`config.mk`:
```
export PLATFORM = sky130hd
export DESIGN_NAME = seg7_scan_decoder_flat
export DESIGN_NICKNAME = d
export VERILOG_FILES = /design/src/rtl/seg7_scan_decoder_pkg.sv /design/src/rtl/seg7_scan_decoder_if.sv /design/src/rtl/seg7_scan_decoder_pattern_decode.sv /design/src/rtl/seg7_scan_decoder.sv /design/src/flat_wrapper.sv
export SDC_FILE = /design/constraint.sdc
export NUM_CORES = 1
export LEC_CHECK = 0
export BUFFER_PORTS_ARGS = -buffer_cell sky130_fd_sc_hd__buf_2
export CAP_MARGIN = 20
export CORE_MARGIN = 2
export CORE_UTILIZATION = 50
export CTS_CLUSTER_SIZE = 24
export DETAILED_ROUTE_END_ITERATION = 8
export HOLD_SLACK_MARGIN = 0.1
export PLACE_DENSITY = 0.69
export SLEW_MARGIN = 20
export SYNTH_ARGS = -nofsm -noshare
export SYNTH_HDL_FRONTEND = slang
export SYNTH_SLANG_ARGS = --single-unit
```
`constraint.sdc`:
```
create_clock -name clk -period 3.45 [get_ports clk]
set_input_delay 0.345 -clock clk [delete_from_list [all_inputs] [get_ports clk]]
set_output_delay 0.345 -clock clk [all_outputs]
set_load 0.05 [all_outputs]
```
`src/rtl/seg7_scan_decoder_pkg.sv`:
```
// Shared segment-pattern constants and codes for the scanned 7-segment readback path.
package seg7_pkg;

   typedef logic [6:0] seg_t;

   // abcdefg ordering, a in bit 6, active high
   localparam seg_t SEG_0     = 7'b1111110;
   localparam seg_t SEG_1     = 7'b0110000;
   localparam seg_t SEG_2     = 7'b1101101;
   localparam seg_t SEG_3     = 7'b1111001;
   localparam seg_t SEG_4     = 7'b0110011;
   localparam seg_t SEG_5     = 7'b1011011;
   localparam seg_t SEG_6     = 7'b1011111;
   localparam seg_t SEG_7     = 7'b1110000;
   localparam seg_t SEG_8     = 7'b1111111;
   localparam seg_t SEG_9     = 7'b1110011;
   localparam seg_t SEG_DASH  = 7'b0000001;
   localparam seg_t SEG_BLANK = 7'b0000000;

   localparam logic [3:0] CODE_DASH  = 4'hA;
   localparam logic [3:0] CODE_BLANK = 4'hF;

endpackage

```
`src/rtl/seg7_scan_decoder_if.sv`:
```
// Display-bus side (segments + digit enables) and recovered-code side of the scan decoder.
interface seg7_scan_decoder_if
   import seg7_pkg::*;
#(
   parameter int NDIG = 4
);

   seg_t                seg_in;
   logic [NDIG-1:0]     dig_en;
   logic [4*NDIG-1:0]   bcd_out;
   logic [NDIG-1:0]     digit_valid;
   logic                upd;
   logic                err;

   modport master (
      output seg_in, dig_en,
      input  bcd_out, digit_valid, upd, err
   );

   modport slave (
      input  seg_in, dig_en,
      output bcd_out, digit_valid, upd, err
   );

endinterface

```
`src/rtl/seg7_scan_decoder_pattern_decode.sv`:
```
// Combinational abcdefg pattern to code lookup; ok is low for any unrecognised pattern.
module seg7_pattern_decode
   import seg7_pkg::*;
(
   input  seg_t       seg,
   output logic [3:0] code,
   output logic       ok
);

   always_comb begin
      code = CODE_BLANK;
      ok   = 1'b1;
      case (seg)
         SEG_0:     code = 4'd0;
         SEG_1:     code = 4'd1;
         SEG_2:     code = 4'd2;
         SEG_3:     code = 4'd3;
         SEG_4:     code = 4'd4;
         SEG_5:     code = 4'd5;
         SEG_6:     code = 4'd6;
         SEG_7:     code = 4'd7;
         SEG_8:     code = 4'd8;
         SEG_9:     code = 4'd9;
         SEG_DASH:  code = CODE_DASH;
         SEG_BLANK: code = CODE_BLANK;
         default:   ok   = 1'b0;
      endcase
   end

endmodule

```
`src/rtl/seg7_scan_decoder.sv`:
```
// Recovers a debounced code per digit from a scanned 7-segment bus: one capture per
// settled dwell, and a new code commits after STABLE identical captures of that digit.
module seg7_scan_decoder
   import seg7_pkg::*;
#(
   parameter int NDIG   = 4,
   parameter int SETTLE = 2,
   parameter int STABLE = 2
)
(
   input  logic                 clk,
   input  logic                 rst_n,
   seg7_scan_decoder_if.slave   bus
);

   localparam int DW = (SETTLE > 1) ? $clog2(SETTLE + 1) : 1;
   localparam int CW = (STABLE > 1) ? $clog2(STABLE + 1) : 1;
   localparam logic [DW-1:0] SETTLE_C = DW'(SETTLE);
   localparam logic [CW-1:0] STABLE_C = CW'(STABLE);

   logic [NDIG-1:0]          dig_prev_q, dig_prev_d;
   logic [DW-1:0]            dwell_q, dwell_d;
   logic [NDIG-1:0][3:0]     cand_q, cand_d;
   logic [NDIG-1:0][CW-1:0]  cnt_q, cnt_d;
   logic [NDIG-1:0][3:0]     bcd_q, bcd_d;
   logic [NDIG-1:0]          valid_q, valid_d;
   logic                     upd_q, upd_d;
   logic                     err_q, err_d;

   logic                     capture;
   logic                     one_hot;
   logic [3:0]               dec_code;
   logic                     dec_ok;

   seg7_pattern_decode u_decode (
      .seg  (bus.seg_in),
      .code (dec_code),
      .ok   (dec_ok)
   );

   always_comb begin
      dig_prev_d = bus.dig_en;
      if (bus.dig_en == '0) begin
         dwell_d = '0;
      end else if (bus.dig_en != dig_prev_q) begin
         dwell_d = DW'(1);
      end else if (dwell_q == SETTLE_C) begin
         dwell_d = SETTLE_C;
      end else begin
         dwell_d = dwell_q + DW'(1);
      end
      // A fresh dig_en also counts as a new dwell, which matters when SETTLE is 1.
      capture = (dwell_d == SETTLE_C) &&
                ((dwell_q != SETTLE_C) || (bus.dig_en != dig_prev_q));
      one_hot = $onehot(bus.dig_en);
   end

   always_comb begin
      cand_d  = cand_q;
      cnt_d   = cnt_q;
      bcd_d   = bcd_q;
      valid_d = valid_q;
      upd_d   = 1'b0;
      err_d   = 1'b0;
      if (capture) begin
         if (!one_hot) begin
            err_d = 1'b1;
         end else begin
            for (int i = 0; i < NDIG; i++) begin
               if (bus.dig_en[i]) begin
                  if (!dec_ok) begin
                     err_d    = 1'b1;
                     cnt_d[i] = '0;
                  end else begin
                     if (dec_code == cand_q[i]) begin
                        cnt_d[i] = (cnt_q[i] == STABLE_C) ? STABLE_C : cnt_q[i] + CW'(1);
                     end else begin
                        cand_d[i] = dec_code;
                        cnt_d[i]  = CW'(1);
                     end
                     if ((cnt_d[i] == STABLE_C) && ((dec_code != bcd_q[i]) || !valid_q[i])) begin
                        bcd_d[i]   = dec_code;
                        valid_d[i] = 1'b1;
                        upd_d      = 1'b1;
                     end
                  end
               end
            end
         end
      end
   end

   always_ff @(posedge clk or negedge rst_n) begin
      if (!rst_n) begin
         dig_prev_q <= '0;
         dwell_q    <= '0;
         cand_q     <= '0;
         cnt_q      <= '0;
         bcd_q      <= {NDIG{CODE_BLANK}};
         valid_q    <= '0;
         upd_q      <= 1'b0;
         err_q      <= 1'b0;
      end else begin
         dig_prev_q <= dig_prev_d;
         dwell_q    <= dwell_d;
         cand_q     <= cand_d;
         cnt_q      <= cnt_d;
         bcd_q      <= bcd_d;
         valid_q    <= valid_d;
         upd_q      <= upd_d;
         err_q      <= err_d;
      end
   end

   assign bus.bcd_out     = bcd_q;
   assign bus.digit_valid = valid_q;
   assign bus.upd         = upd_q;
   assign bus.err         = err_q;

endmodule

```
`src/flat_wrapper.sv`:
```
// flat-port wrapper written by rule: the top's interface ports become plain ports
module seg7_scan_decoder_flat import seg7_pkg::*;
#(
   parameter int NDIG   = 4,
   parameter int SETTLE = 2,
   parameter int STABLE = 2
)
  (clk, rst_n, bus_seg_in, bus_dig_en, bus_bcd_out, bus_digit_valid, bus_upd, bus_err);
  seg7_scan_decoder_if #(.NDIG(NDIG)) bus_i ();
  input  logic clk;
  input  logic rst_n;
  input wire logic [$bits(bus_i.seg_in)-1:0] bus_seg_in;
  input wire logic [$bits(bus_i.dig_en)-1:0] bus_dig_en;
  output wire logic [$bits(bus_i.bcd_out)-1:0] bus_bcd_out;
  output wire logic [$bits(bus_i.digit_valid)-1:0] bus_digit_valid;
  output wire logic [$bits(bus_i.upd)-1:0] bus_upd;
  output wire logic [$bits(bus_i.err)-1:0] bus_err;
  assign bus_i.seg_in = bus_seg_in;
  assign bus_i.dig_en = bus_dig_en;
  assign bus_bcd_out = bus_i.bcd_out;
  assign bus_digit_valid = bus_i.digit_valid;
  assign bus_upd = bus_i.upd;
  assign bus_err = bus_i.err;
  seg7_scan_decoder #(.NDIG(NDIG), .SETTLE(SETTLE), .STABLE(STABLE)) u_core (.clk(clk), .rst_n(rst_n), .bus(bus_i));
endmodule
```
# [Word level (Yosys, flattened, before mapping)]
# Cells that the tools add are included.
[word_totals] register_bits=52 inputBits=13 out_inout_bits=22 wordCells=150
[op_classes] addsub=8 eq_ne=32 muxes=57 bitwise=4 n_reduce_logical=29
[op_table] operator="2-bit two-way mux" n=31
[op_table] operator="7-bit == test, second input constant" n=8
[op_table] operator="4-bit case mux with 11 select lines" n=1
[op_table] operator="5-bit AND reduction" n=8
[op_table] operator="1-bit two-way mux" n=25
[op_table] operator="2-bit == test, second input constant" n=10
[op_table] operator="4-bit inequality test" n=5
[op_table] operator="4-bit == test" n=4
[op_table] operator="7-bit by 6-bit == test with 1-bit output, second input constant" n=2
[op_table] operator="3-bit AND reduction" n=4
[op_table] operator="12-bit OR reduction" n=1
[op_table] operator="2-bit by 1-bit adder with 2-bit output, second input constant" n=5
[op_table] operator="7-bit by 1-bit == test with 1-bit output, second input constant" n=1
[op_table] operator="7-bit logical NOT" n=1
[op_table] operator="1-bit logical AND" n=5
[op_table] operator="1-bit logical OR" n=5
[op_table] operator="1-bit by 1-bit adder with 2-bit output" n=2
[op_table] operator="1-bit logical NOT" n=4
[op_table] operator="4-bit logical NOT" n=1
[op_table] operator="1-bit inverter" n=4
[op_table] operator="3-bit adder" n=1
[op_table] operator="3-bit by 1-bit == test with 1-bit output, second input constant" n=1
[op_table] operator="2-bit inequality test, second input constant" n=1

# [Logic depth before layout (Yosys ltp)]
# Gate-level depths: netlist of the first run.
[depth] depth_word=24 ltp_mapped=12 depth_no_buf=11

# [By module]
# From an unflattened synthesis of the first run, not the netlist that was laid out.
[hier_totals] hier_cells=276 hier_area_um2=3004.1
[by_module_without_submodules] mod="seg7_scan_decoder" instances=1 cells_per_inst=231 area_each_um2=2712.6 seq_area_each_um2=1321.3
[by_module_without_submodules] mod="seg7_pattern_decode" instances=1 cells_per_inst=45 area_each_um2=291.5 seq_area_each_um2=0.0

# [Least setup slack after synthesis of the first run]
# OpenSTA, ideal clock, no wires.
[synth_path] kind="input to register" startpoint="input port bus_dig_en[1]" endpoint="register u_core.bcd_q (netlist bit u_core.bus.bcd_out[6])" setup_time_ps=82 arrival_time_ps=2907 required_ps=3368 path_slack_ps=461 path_stages=11 path_buffers=0 cell_sequence="inv_1 ha_1 ha_1 fa_1 nor2_1 nand2_1 nor2_1 nor2b_1 nor3b_1 nand3b_4 mux2_4"
[synth_between] elab_chain_len=6 elab_cells_between_ends=11 cone_classes="add/sub (2); eq/ne (3); mux (2); reduce/logical (4)"
[synth_lines] item="from (decl)" line="flat_wrapper.sv:13" source="input wire logic [$bits(bus_i.dig_en)-1:0] bus_dig_en;"
[synth_lines] item="branches (longest 5 deep; another with 3-bit adder)"
[synth_lines] item="5-bit AND reduction (no source line) (*)"
[synth_lines] item="to (signal assigned)" line="seg7_scan_decoder.sv:99" source="bcd_q <= {NDIG{CODE_BLANK}};"
[synth_lines] item="to (decl)" line="seg7_scan_decoder.sv:25" source="logic [NDIG-1:0][3:0] bcd_q, bcd_d;"
# Every way passes the cells marked *.
# A chain may end at the register's enable or synchronous reset.

# [Worst setup path after layout of the first run]
[layout_path] startpoint="input port bus_seg_in[1]" endpoint="register u_core.bcd_q (netlist bit u_core.bus.bcd_out[2])"
[layout_between] elab_chain_len=11 elab_cells_between_ends=26 cone_classes="eq/ne (14); mux (7); reduce/logical (5)"
[layout_lines] item="from (decl)" line="flat_wrapper.sv:12" source="input wire logic [$bits(bus_i.seg_in)-1:0] bus_seg_in;"
[layout_lines] item="7-bit by 1-bit == test with 1-bit output, or another cell as far along" line="seg7_scan_decoder_pattern_decode.sv:13" source="case (seg)"
[layout_lines] item="4-bit case mux with 11 select lines" line="seg7_scan_decoder_pattern_decode.sv:13"
[layout_lines] item="4-bit == test" line="seg7_scan_decoder.sv:75" source="if (dec_code == cand_q[i]) begin"
[layout_lines] item="2-bit two-way mux" line="seg7_scan_decoder.sv:75"
[layout_lines] item="2-bit two-way mux" line="seg7_scan_decoder.sv:71" source="if (!dec_ok) begin"
[layout_lines] item="2-bit two-way mux" line="seg7_scan_decoder.sv:70" source="if (bus.dig_en[i]) begin"
[layout_lines] item="2-bit two-way mux" line="seg7_scan_decoder.sv:66" source="if (!one_hot) begin"
[layout_lines] item="2-bit two-way mux" line="seg7_scan_decoder.sv:65" source="if (capture) begin"
[layout_lines] item="2-bit == test" line="seg7_scan_decoder.sv:81" source="if ((cnt_d[i] == STABLE_C) && ((dec_code != bcd_q[i]) || !valid_q[i])) begin"
[layout_lines] item="1-bit logical AND" line="seg7_scan_decoder.sv:81"
[layout_lines] item="5-bit AND reduction (no source line)"
# Parallel ways exist; a longest one is shown, timed or not. The select of a mux whose other input is x is not followed.

==> results of run 1 <==
==> state kept, by name, summed over array words and instances (netlist names) <==
signal / cells
u_core.cnt_q: 8
u_core.dwell_q: 2
u_core.bus.upd: 1
u_core.dig_prev_q: 4
u_core.cand_q: 16
u_core.bus.digit_valid: 4
u_core.bus.bcd_out: 16
u_core.bus.err: 1
==> placed cells by master, fill, tap and decap left out, types with 11 or more instances in the layout <==
cell type  count
xnor2_1       15
a21oi_1       16
dfstp_2       16
dfrtp_1       36
nand4_1       11
o21ai_0       20
ha_1          11
buf_2         34
inv_1         26
nor2_1        19
nor3_1        11
nand2_1       43
==> worst max-delay path by stage <==
stage             startpoint  depth (start not counted)  slack, ns                    end
6_report       bus_seg_in[1]                          9       0.56  u_core.bus.bcd_out[2]
5_1_grt        bus_seg_in[1]                          9       0.40  u_core.bus.bcd_out[0]
4_1_cts        bus_seg_in[1]                          9       0.58  u_core.bus.bcd_out[2]
3_5_place_dp   bus_seg_in[1]                          9       0.25  u_core.bus.bcd_out[2]
3_3_place_gp   bus_seg_in[6]                          9       0.27  u_core.bus.bcd_out[2]
2_1_floorplan  bus_dig_en[1]                         11       0.46  u_core.bus.bcd_out[6]
==> worst register-to-register path, stage by stage (launching register included) <==
cell and delay, ns:
dfrtp_1 0.39, xor2_1 0.16, nor4_1 0.47, nand4_1 0.20, nor2_1 0.16, nor2b_1 0.28
and3_1 0.19, nand4_1 0.27, mux2_1 0.41
==> metrics by stage <==
step                      hold WS (ns)  area (um2)
after floorplan                 0.0494        3350
after global placement           0.425        3630
after detailed placement         0.420        3630
after CTS                        0.213        3730
after global routing             0.212        3730
final                            0.216        3730
==> power breakdown <==
part | internal [W] | switching [W]
registers | 0.000626 | 0.0000105
logic | 0.0000604 | 0.000105
clock network | 0.000148 | 0.000223
total | 0.000835 | 0.000338
==> repair_timing <==
item / CTS / global route
hold buffers: 1 / 0
setup buffers: 0 / 0
endpoints found under the hold margin: 17 / 0
==> logic make-up (layout without fill, tap and decap cells) <==
| kind of cell | count (synthesis) | in the layout | synth area share [%] |
|---|---|---|---|
| and+or+nand+nor | 137 | 137 | 23.1 |
| AOI/OAI and AO/OA | 79 | 79 | 16.6 |
| DFF | 52 | 52 | 39.4 |
| buffers and inverters | 39 | 79 | 4.93 |
| xor gates and xnor gates | 20 | 20 | 5.23 |
| muxes | 16 | 16 | 5.94 |
| adders and majority gates | 12 | 12 | 4.70 |
==> routing by layer <==
layer  vias to the layer above  GRT usage, %  wire length [um]
li1                       1361             -                 -
met5                         -             0                 0
met3                        13          3.27               320
met4                         0          6.64               121
met1                      1313          34.7              3870
met2                        63          36.9              3530
==> cell type report <==
type	instances	area, um2
clock buffer	5	68.8
sequential	52	1320
timing repair buffer	45	255
multi-input combinational	264	1870
inverter	26	97.6
fill	584	2690
tap	77	96.3
clock inverter	3	26.3
==> run summary, run 1 <==
Worst Setup Slack post-DPL = 0.254 ns
Nets = 419
CP peak stage delay = 0.53 ns
Clk_lat worst skew = 0.32 ns
Net Count, Synth = 380
Seq cells post-synth = 52
Top cells by area, synth = dfrtp_1 (27%), dfstp_2 (13%), nand2_1 (4.8%), ha_1 (4.1%), xnor2_1 (3.9%)
CP top delay family = simple AND/OR/NAND/NOR gates
Resized cells post-CTS = 0
Utilization after layout = 58.1%
Status = completed
Slew HR = 54.5%
Final Non-Filler Cells = 472
Initial DRC count = 222
Final Hold Vio Count = 0
Post-Syn Area per Cell = 9.44 um2
Number of global-route vias before repair = 2,742
Pwr Total = 0.00117 W
CP startpoint kind = input pin
Critical path arrival = 3.14 ns
Post-synth top cells = nand2_1 (43), dfrtp_1 (36), inv_1 (26)
WS Path Type = in -> reg
Cts bufs inserted = 5
Hold endpoint = u_core.dig_prev_q[1]
CP Capture Type = flip-flop
Yosys top cell area share = 26.9%
Hold_sp = bus_dig_en[1]
Reg-to-reg startpoint = u_core.dig_prev_q[1]
Starting Density = 52.2%
Syn. warnings = 0
Total grt overflow = 0
Leakage = 1.74 nW
Fin. max-slew vios = 0
Worst path bufs/invs = 1
Placed cells = 463
Minimum clock period = 2.89 ns
Count leader, synth = nand2_1
Fmax = 346 MHz
Most used flip-flop cell after synthesis = dfrtp_1
Synthesized cell area = 0.00335 mm2
Share of layout cells above drive strength 1 = 23.3%
# clock sinks = 52
Fin crit share = 83.7%
Reg2reg setup slack = 0.85 ns
Antenna cells = 0
Tightest Hold Check Type = in -> reg
DP HPWL = 5.97 mm
Largest net degree at the start of global routing = 31
Setup_tns = 0 ns
Critical path required time = 3.70 ns
Clock transition at path regs = 0.10 ns
Routability cong. = 0.871
Antenna violations before repair = 0
FF-to-FF path depth = 8
Skew final = 0.0114 ns
Rows = 29
Max FO, Critical Path = 14
Routed Antenna Nets = 0
DIE WIDTH = 85.9 um
Post-synth top area cell = dfrtp_1
Setup violators final = 0
CP max-delay cell = or4_4
Worst-Margin Slew = 0.683 ns
DR vias = 2,750
Routed wire per std cell = 16.6 um
Library cells used by synthesis = 67
DRC viols = 0
Number of synthesized flops with an enable pin = 0
Final setup margin = 0.562 ns
CTS tree = yes
Reg2reg end = u_core.bus.bcd_out[13]
Asr flop ratio synth = 100%
Wirelength, routed = 7.85 mm
RSZ-0062 raised after global routing = false
Die ar. = 0.00737 mm2
Synthesized instance count = 355
Die Y = 85.9 um
DR pass1 iterations = 6
Area grow syn2layout = 11.3%
Seq/Total Area, Yosys = 39.4%
CORE AREA = 0.00642 mm2
Number of max-cap violations = 0
Port bufs = 34
CTS max path bufs = 2
Total GRT Usage = 23.7%
Vias/cell = 5.83
Power density over the cells = 314 mW/mm2
Hold Path Depth = 1
CP cell instances = buf_2 > or4_4 > a211o_1 > nand3_2 > o21ai_2 > a2111o_1 > and4b_1 > nand4_4 > mux2_4
H-tree depth = 2
Max VDD drop = 0.000238 V
I/O pin count = 35
Global-route wire length before repair = 13.7 mm
Root buf cell = clkbuf_8
(Power assumes the default switching activity.)
==> run 2: changes to the inputs <==
- PLACE_DENSITY: 0.69 -> 0.72
- clock period: 3.45 -> 2.3 ns (I/O delays scaled with it)
==> run summary, run 2 (same netlist as run 1, synthesis figures left out) <==
Status = complete, but fails checks
Violated checks = DRC, setup timing
Minimum clock period = 2.51 ns
Fin. max-slew vios = 0
Pwr Total = 0.00189 W
CTS max path bufs = 2
Utilization after layout = 74.7%
Worst path bufs/invs = 2
Setup violators final = 21
Number of max-cap violations = 0
Routed Antenna Nets = 0
CP Capture Type = flip-flop
Routed wire per std cell = 16.6 um
Total GRT Usage = 26.0%
Routability cong. = 0.911
Most frequent cells in the layout = buf_4 (96), nand2_1 (41), dfrtp_1 (36), buf_2 (32), inv_1 (22)
Total grt overflow = 0
CP peak stage delay = 0.54 ns
Fin crit share = 109%
Seq pwr share = 50.8%
DRC viols = 1
WS Path Type = in -> reg
Initial DRC count = 172
Antenna violations before repair = 0
Worst-Margin Slew = 0.672 ns
Clk_lat worst skew = 0.31 ns
Max FO, Critical Path = 5
Critical path arrival = 2.75 ns
Combinational share of power = 20.0%
Filler cells = 445
Starting Density = 52.2%
CP max-delay cell = or4_4
Die Y = 85.9 um
Root buf cell = clkbuf_8
Die ar. = 0.00737 mm2
Slew HR = 55.2%
Register Area = 0.00132 mm2
Rows = 29
# clock sinks = 52
H-tree depth = 2
Share of layout cells above drive strength 1 = 47.2%
Largest net degree at the start of global routing = 53
Cts bufs inserted = 5
Clock transition at path regs = 0.11 ns
Skew final = 0.0104 ns
Multi-input gate area = 0.00222 mm2
Nets = 509
Critical path required time = 2.54 ns
Final Cell Area = 0.00479 mm2
CP top delay family = simple AND/OR/NAND/NOR gates
Placed cells = 537
CP cell instances = buf_8 > or4_4 > a211o_4 > o21ai_4 > nor3_2 > a2111o_1 > and4b_2 > nand4_4 > buf_6 > mux2i_2
Wirelength, routed = 9.34 mm
CTS tree = yes
Final Hold Vio Count = 0
DIE WIDTH = 85.9 um
Area grow syn2layout = 43.0%
CORE AREA = 0.00642 mm2
Final setup margin = -0.211 ns
Final Non-Filler Cells = 562
CP startpoint kind = input pin
Leakage = 2.26 nW
Clk pwr share = 29.2%
Int Pwr = 0.00133 W
Power density over the cells = 393 mW/mm2
Fmax = 398 MHz
Dpl cell area = 0.00433 mm2
DR vias = 3,251
Port bufs = 34
DP HPWL = 6.94 mm
I/O pin count = 35
NetSw = 0.000554 W
RSZ-0062 raised after global routing = true
Switching share of power = 29.4%
Vias/cell = 5.78
Number of global-route vias before repair = 3,127
Antenna cells = 0
Tightest Hold Check Type = in -> reg
Most common cell after layout, fill and taps aside = buf_4
DR pass1 iterations = 7
Max VDD drop = 0.000276 V
Global-route wire length before repair = 15.1 mm
-- run 2: what timing repair did --
action	4_1_cts	5_1_grt
setup endpoints to repair	24	41
resized for setup	29	26
cloned	0	0
pin swaps	18	17
buffers inserted	12	4
hold buffers	1	0
endpoints found under the hold margin	36	0
-- run 2: cell type report --
cell class	count	area share [%]
well taps	77	2.01
flip-flops and latches	52	27.6
clock inverters	3	0.444
multi-input cells	264	46.3
clock buffers	5	1.44
inverters	26	2.19
repair buffers	135	20.1
-- run 2: worst register-to-register path, delay by kind of cell, from the launching register on --
kind,cells,cell delay (ns)
multiplexers,1,0.31
XOR/XNOR,1,0.16
buffers and inverters,2,0.34
flip-flops,1,0.39
AND/OR/NAND/NOR,6,1.13
-- run 2: layer usage --
metal | vias up | global-route usage [%] | routed length, um
li1 | 1539 | - | -
met4 | 0 | 8.23 | 225
met5 | - | 0 | 0
met1 | 1567 | 34.0 | 4000
met3 | 23 | 3.18 | 425
met2 | 122 | 44.8 | 4690
-- run 2: through the flow --
step / setup slack [ns] / TNS (ns) / hold slack (ns)
6_report: -0.211 / -3.42 / 0.203
4_1_cts: -0.191 / -2.71 / 0.206
2_1_floorplan: -0.263 / -2.54 / -0.0656
3_5_place_dp: -0.614 / -15.32 / 0.390
3_3_place_gp: -0.571 / -13.72 / 0.375
5_1_grt: -0.299 / -4.78 / 0.193
-- run 2: worst paths after layout --
path	start	cells after the start	end	slack [ns]
worst max-delay path	bus_seg_in[1]	10	u_core.bus.bcd_out[3]	-0.21
worst min-delay path	bus_dig_en[2]	2	u_core.dig_prev_q[2]	0.20
worst max register to register	u_core.dig_prev_q[1]	10	u_core.bus.bcd_out[13]	-0.08
worst min register to register	u_core.cnt_q[6]	1	u_core.cnt_q[6]	0.49
max in group asynchronous	rst_n	3	u_core.cand_q[11]	1.27
min in group asynchronous	rst_n	3	u_core.bus.digit_valid[1]	0.57
-- run 2: power by group through the flow --
stage	Clock [W]	Combinational (W)	Sequential (W)
after floorplan	0	0.000186	0.000973
after global placement	0	0.000327	0.000973
after detailed placement	0	0.000339	0.000974
after CTS	0.000556	0.000361	0.000957
after global routing	0.000598	0.000415	0.000961
final	0.000551	0.000378	0.000958
==> run 3: changes to the inputs <==
- ABC_AREA: default -> 1
- TNS_END_PERCENT: default -> 50
==> run summary, run 3 <==
Status = completed
Critical path arrival = 2.32 ns
CP startpoint kind = flip-flop
Number of synthesized flops with an enable pin = 0
Critical path endpoint = u_core.bus.bcd_out[0]
Seq cells post-synth = 52
Utilization after layout = 60.8%
Skew final = 0.00538 ns
RSZ-0062 raised after global routing = false
DIE WIDTH = 85.1 um
Switching share of power = 30.0%
Seq pwr share = 50.6%
Net Count, Synth = 447
Placed cells = 557
Fmax = 476 MHz
CTS max path bufs = 2
Power density over the cells = 513 mW/mm2
Most common cell after layout, fill and taps aside = nand2_1
Library cells used by synthesis = 34
Count leader, synth = nand2_1
Final Hold Vio Count = 0
WS Path Type = reg -> reg
Number of global-route vias before repair = 2,683
H-tree depth = 2
NetSw = 0.000595 W
Share of layout cells above drive strength 1 = 26.8%
Synthesized instance count = 422
Area grow syn2layout = 17.5%
Pwr Total = 0.00198 W
Filler cells = 578
Routed wire per std cell = 13.2 um
Initial DRC count = 168
Syn. warnings = 0
DP HPWL = 5.74 mm
Global-route wire length before repair = 12.8 mm
Antenna cells = 0
Wirelength, routed = 7.45 mm
Port bufs = 34
Slew HR = 57.3%
# clock sinks = 52
DR vias = 2,882
Total grt overflow = 0
Setup Buffers After CTS = 0
Starting Density = 51.7%
Clock transition at path regs = 0.09 ns
Post-Syn Area per Cell = 7.78 um2
Worst Setup Slack post-DPL = -0.151 ns
I/O pin count = 35
Die ar. = 0.00723 mm2
DR pass1 iterations = 4
Adder-Cell Fraction of Synth Area = 4.80%
Antenna violations before repair = 0
Post-synth top cells = nand2_1 (111), inv_1 (52), nor2_1 (37)
Final setup margin = 0.199 ns
Combinational share of power = 22.4%
Compound-gate portion of the synthesized area = 8.69%
Reg2reg end = u_core.bus.bcd_out[0]
Largest family of logic cells by synthesized area = simple AND/OR/NAND/NOR gates
Reg2reg setup slack = 0.20 ns
Die Y = 85.1 um
Max FO, Critical Path = 9
Asr flop ratio synth = 100%
CP Capture Type = flip-flop
Setup violators final = 0
Cts bufs inserted = 5
Tightest Hold Check Type = in -> reg
Total GRT Usage = 21.8%
Seq/Total Area, Yosys = 40.2%
Worst-Margin Slew = 0.641 ns
Clk_lat worst skew = 0.30 ns
Largest net degree at the start of global routing = 29
Max VDD drop = 0.000369 V
Critical path required time = 2.52 ns
CP startpoint = u_core.dig_prev_q[0]
Routed Antenna Nets = 0
Clk pwr share = 27.0%
Reg-to-reg startpoint = u_core.dig_prev_q[0]
Simple-gate share of the synthesized area = 36.0%
Final Non-Filler Cells = 566
Leakage = 1.95 nW
Rows = 29
Synthesized cell area = 0.00328 mm2
Routability cong. = 0.918
Top cells by area, synth = dfrtp_1 (27%), dfstp_2 (13%), nand2_1 (13%), inv_1 (5.9%), nand3_1 (5.3%)
Mux cell area share after synthesis = 0%
CTS tree = yes
Int Pwr = 0.00138 W
Most frequent cells in the layout = nand2_1 (110), inv_1 (52), nor2_1 (37), dfrtp_1 (36), nand3_1 (35)
Setup_tns = 0 ns
Most used flip-flop cell after synthesis = dfrtp_1
Root buf cell = clkbuf_8
DRC viols = 0
CORE AREA = 0.00635 mm2
Minimum clock period = 2.10 ns
Number of max-cap violations = 0
Nets = 513
Fin crit share = 91.4%
Vias/cell = 5.09
Post-synth top area cell = dfrtp_1
FF-to-FF path depth = 10
Synth Area in XOR/XNOR = 1.87%
Yosys top cell area share = 27.4%
Fin. max-slew vios = 0
run 3: per-layer routing:
layer / vias up / global-route usage [%] / wire length (um)
li1: 1488 / - / -
met1: 1311 / 30.1 / 3360
met2: 68 / 35.4 / 3620
met3: 15 / 3.02 / 298
met4: 0 / 7.22 / 168
met5: - / 0 / 0
run 3: area by class of cell:
| cell class | count | area [um2] | area share (%) |
|---|---|---|---|
| repair buffers | 65 | 430 | 11.2 |
| well taps | 77 | 96.3 | 2.50 |
| multi-input cells | 306 | 1700 | 44.1 |
| clock inverters | 1 | 7.51 | 0.194 |
| inverters | 58 | 218 | 5.64 |
| flip-flops and latches | 52 | 1320 | 34.2 |
| clock buffers | 7 | 86.3 | 2.24 |
run 3: how the worst min path moves through the flow:
stage / to / depth (start not counted) / slack, ns / from
finish: u_core.dig_prev_q[2] / 2 / 0.18 / bus_dig_en[2]
global route: u_core.dig_prev_q[3] / 2 / 0.18 / bus_dig_en[3]
CTS: u_core.dig_prev_q[3] / 2 / 0.17 / bus_dig_en[3]
detailed placement: u_core.dwell_q[0] / 1 / 0.28 / rst_n
global placement: u_core.dwell_q[0] / 1 / 0.28 / rst_n
floorplan: u_core.bus.digit_valid[0] / 0 / -0.07 / rst_n
run 3: cells by family after synthesis:
logic type               after synthesis
flip-flops                            52
AND/OR/NAND/NOR                      234
AO/OA/AOI/OAI                         53
adder cells (fa/ha/maj)               12
XOR/XNOR                               7
buffers and inverters                 64
run 3: power by group through the flow:
stage / sequential [W] / combinational [W] / clock, W
2_1_floorplan: 0.00102 / 0.000296 / 0
4_1_cts: 0.00100 / 0.000444 / 0.000559
3_5_place_dp: 0.00102 / 0.000440 / 0
5_1_grt: 0.00101 / 0.000509 / 0.000581
6_report: 0.00100 / 0.000444 / 0.000534
3_3_place_gp: 0.00102 / 0.000424 / 0
run 3: worst max-delay path: stages, from the launching register on:
cell and delay [ns]:
dfrtp_1 0.38, or2_0 0.22, a21oi_1 0.21, nand4_1 0.20, nor3_4 0.25, buf_4 0.16
nand2_1 0.08, inv_2 0.18, nand4_4 0.19, nand2_1 0.11, o21ai_1 0.06
run 3: timing repair:
action                                  CTS  global route
endpoints found under the setup margin    0             4
resized for setup                         0             3
endpoints found under the hold margin    11             0
hold buffers                              1             0
run 3: stage by stage:
stage | instance area, um2 | hold WS [ns]
after floorplan | 3290 | -0.0656
after global placement | 3750 | 0.280
after detailed placement | 3750 | 0.284
after CTS | 3850 | 0.173
after global routing | 3860 | 0.178
final | 3860 | 0.181
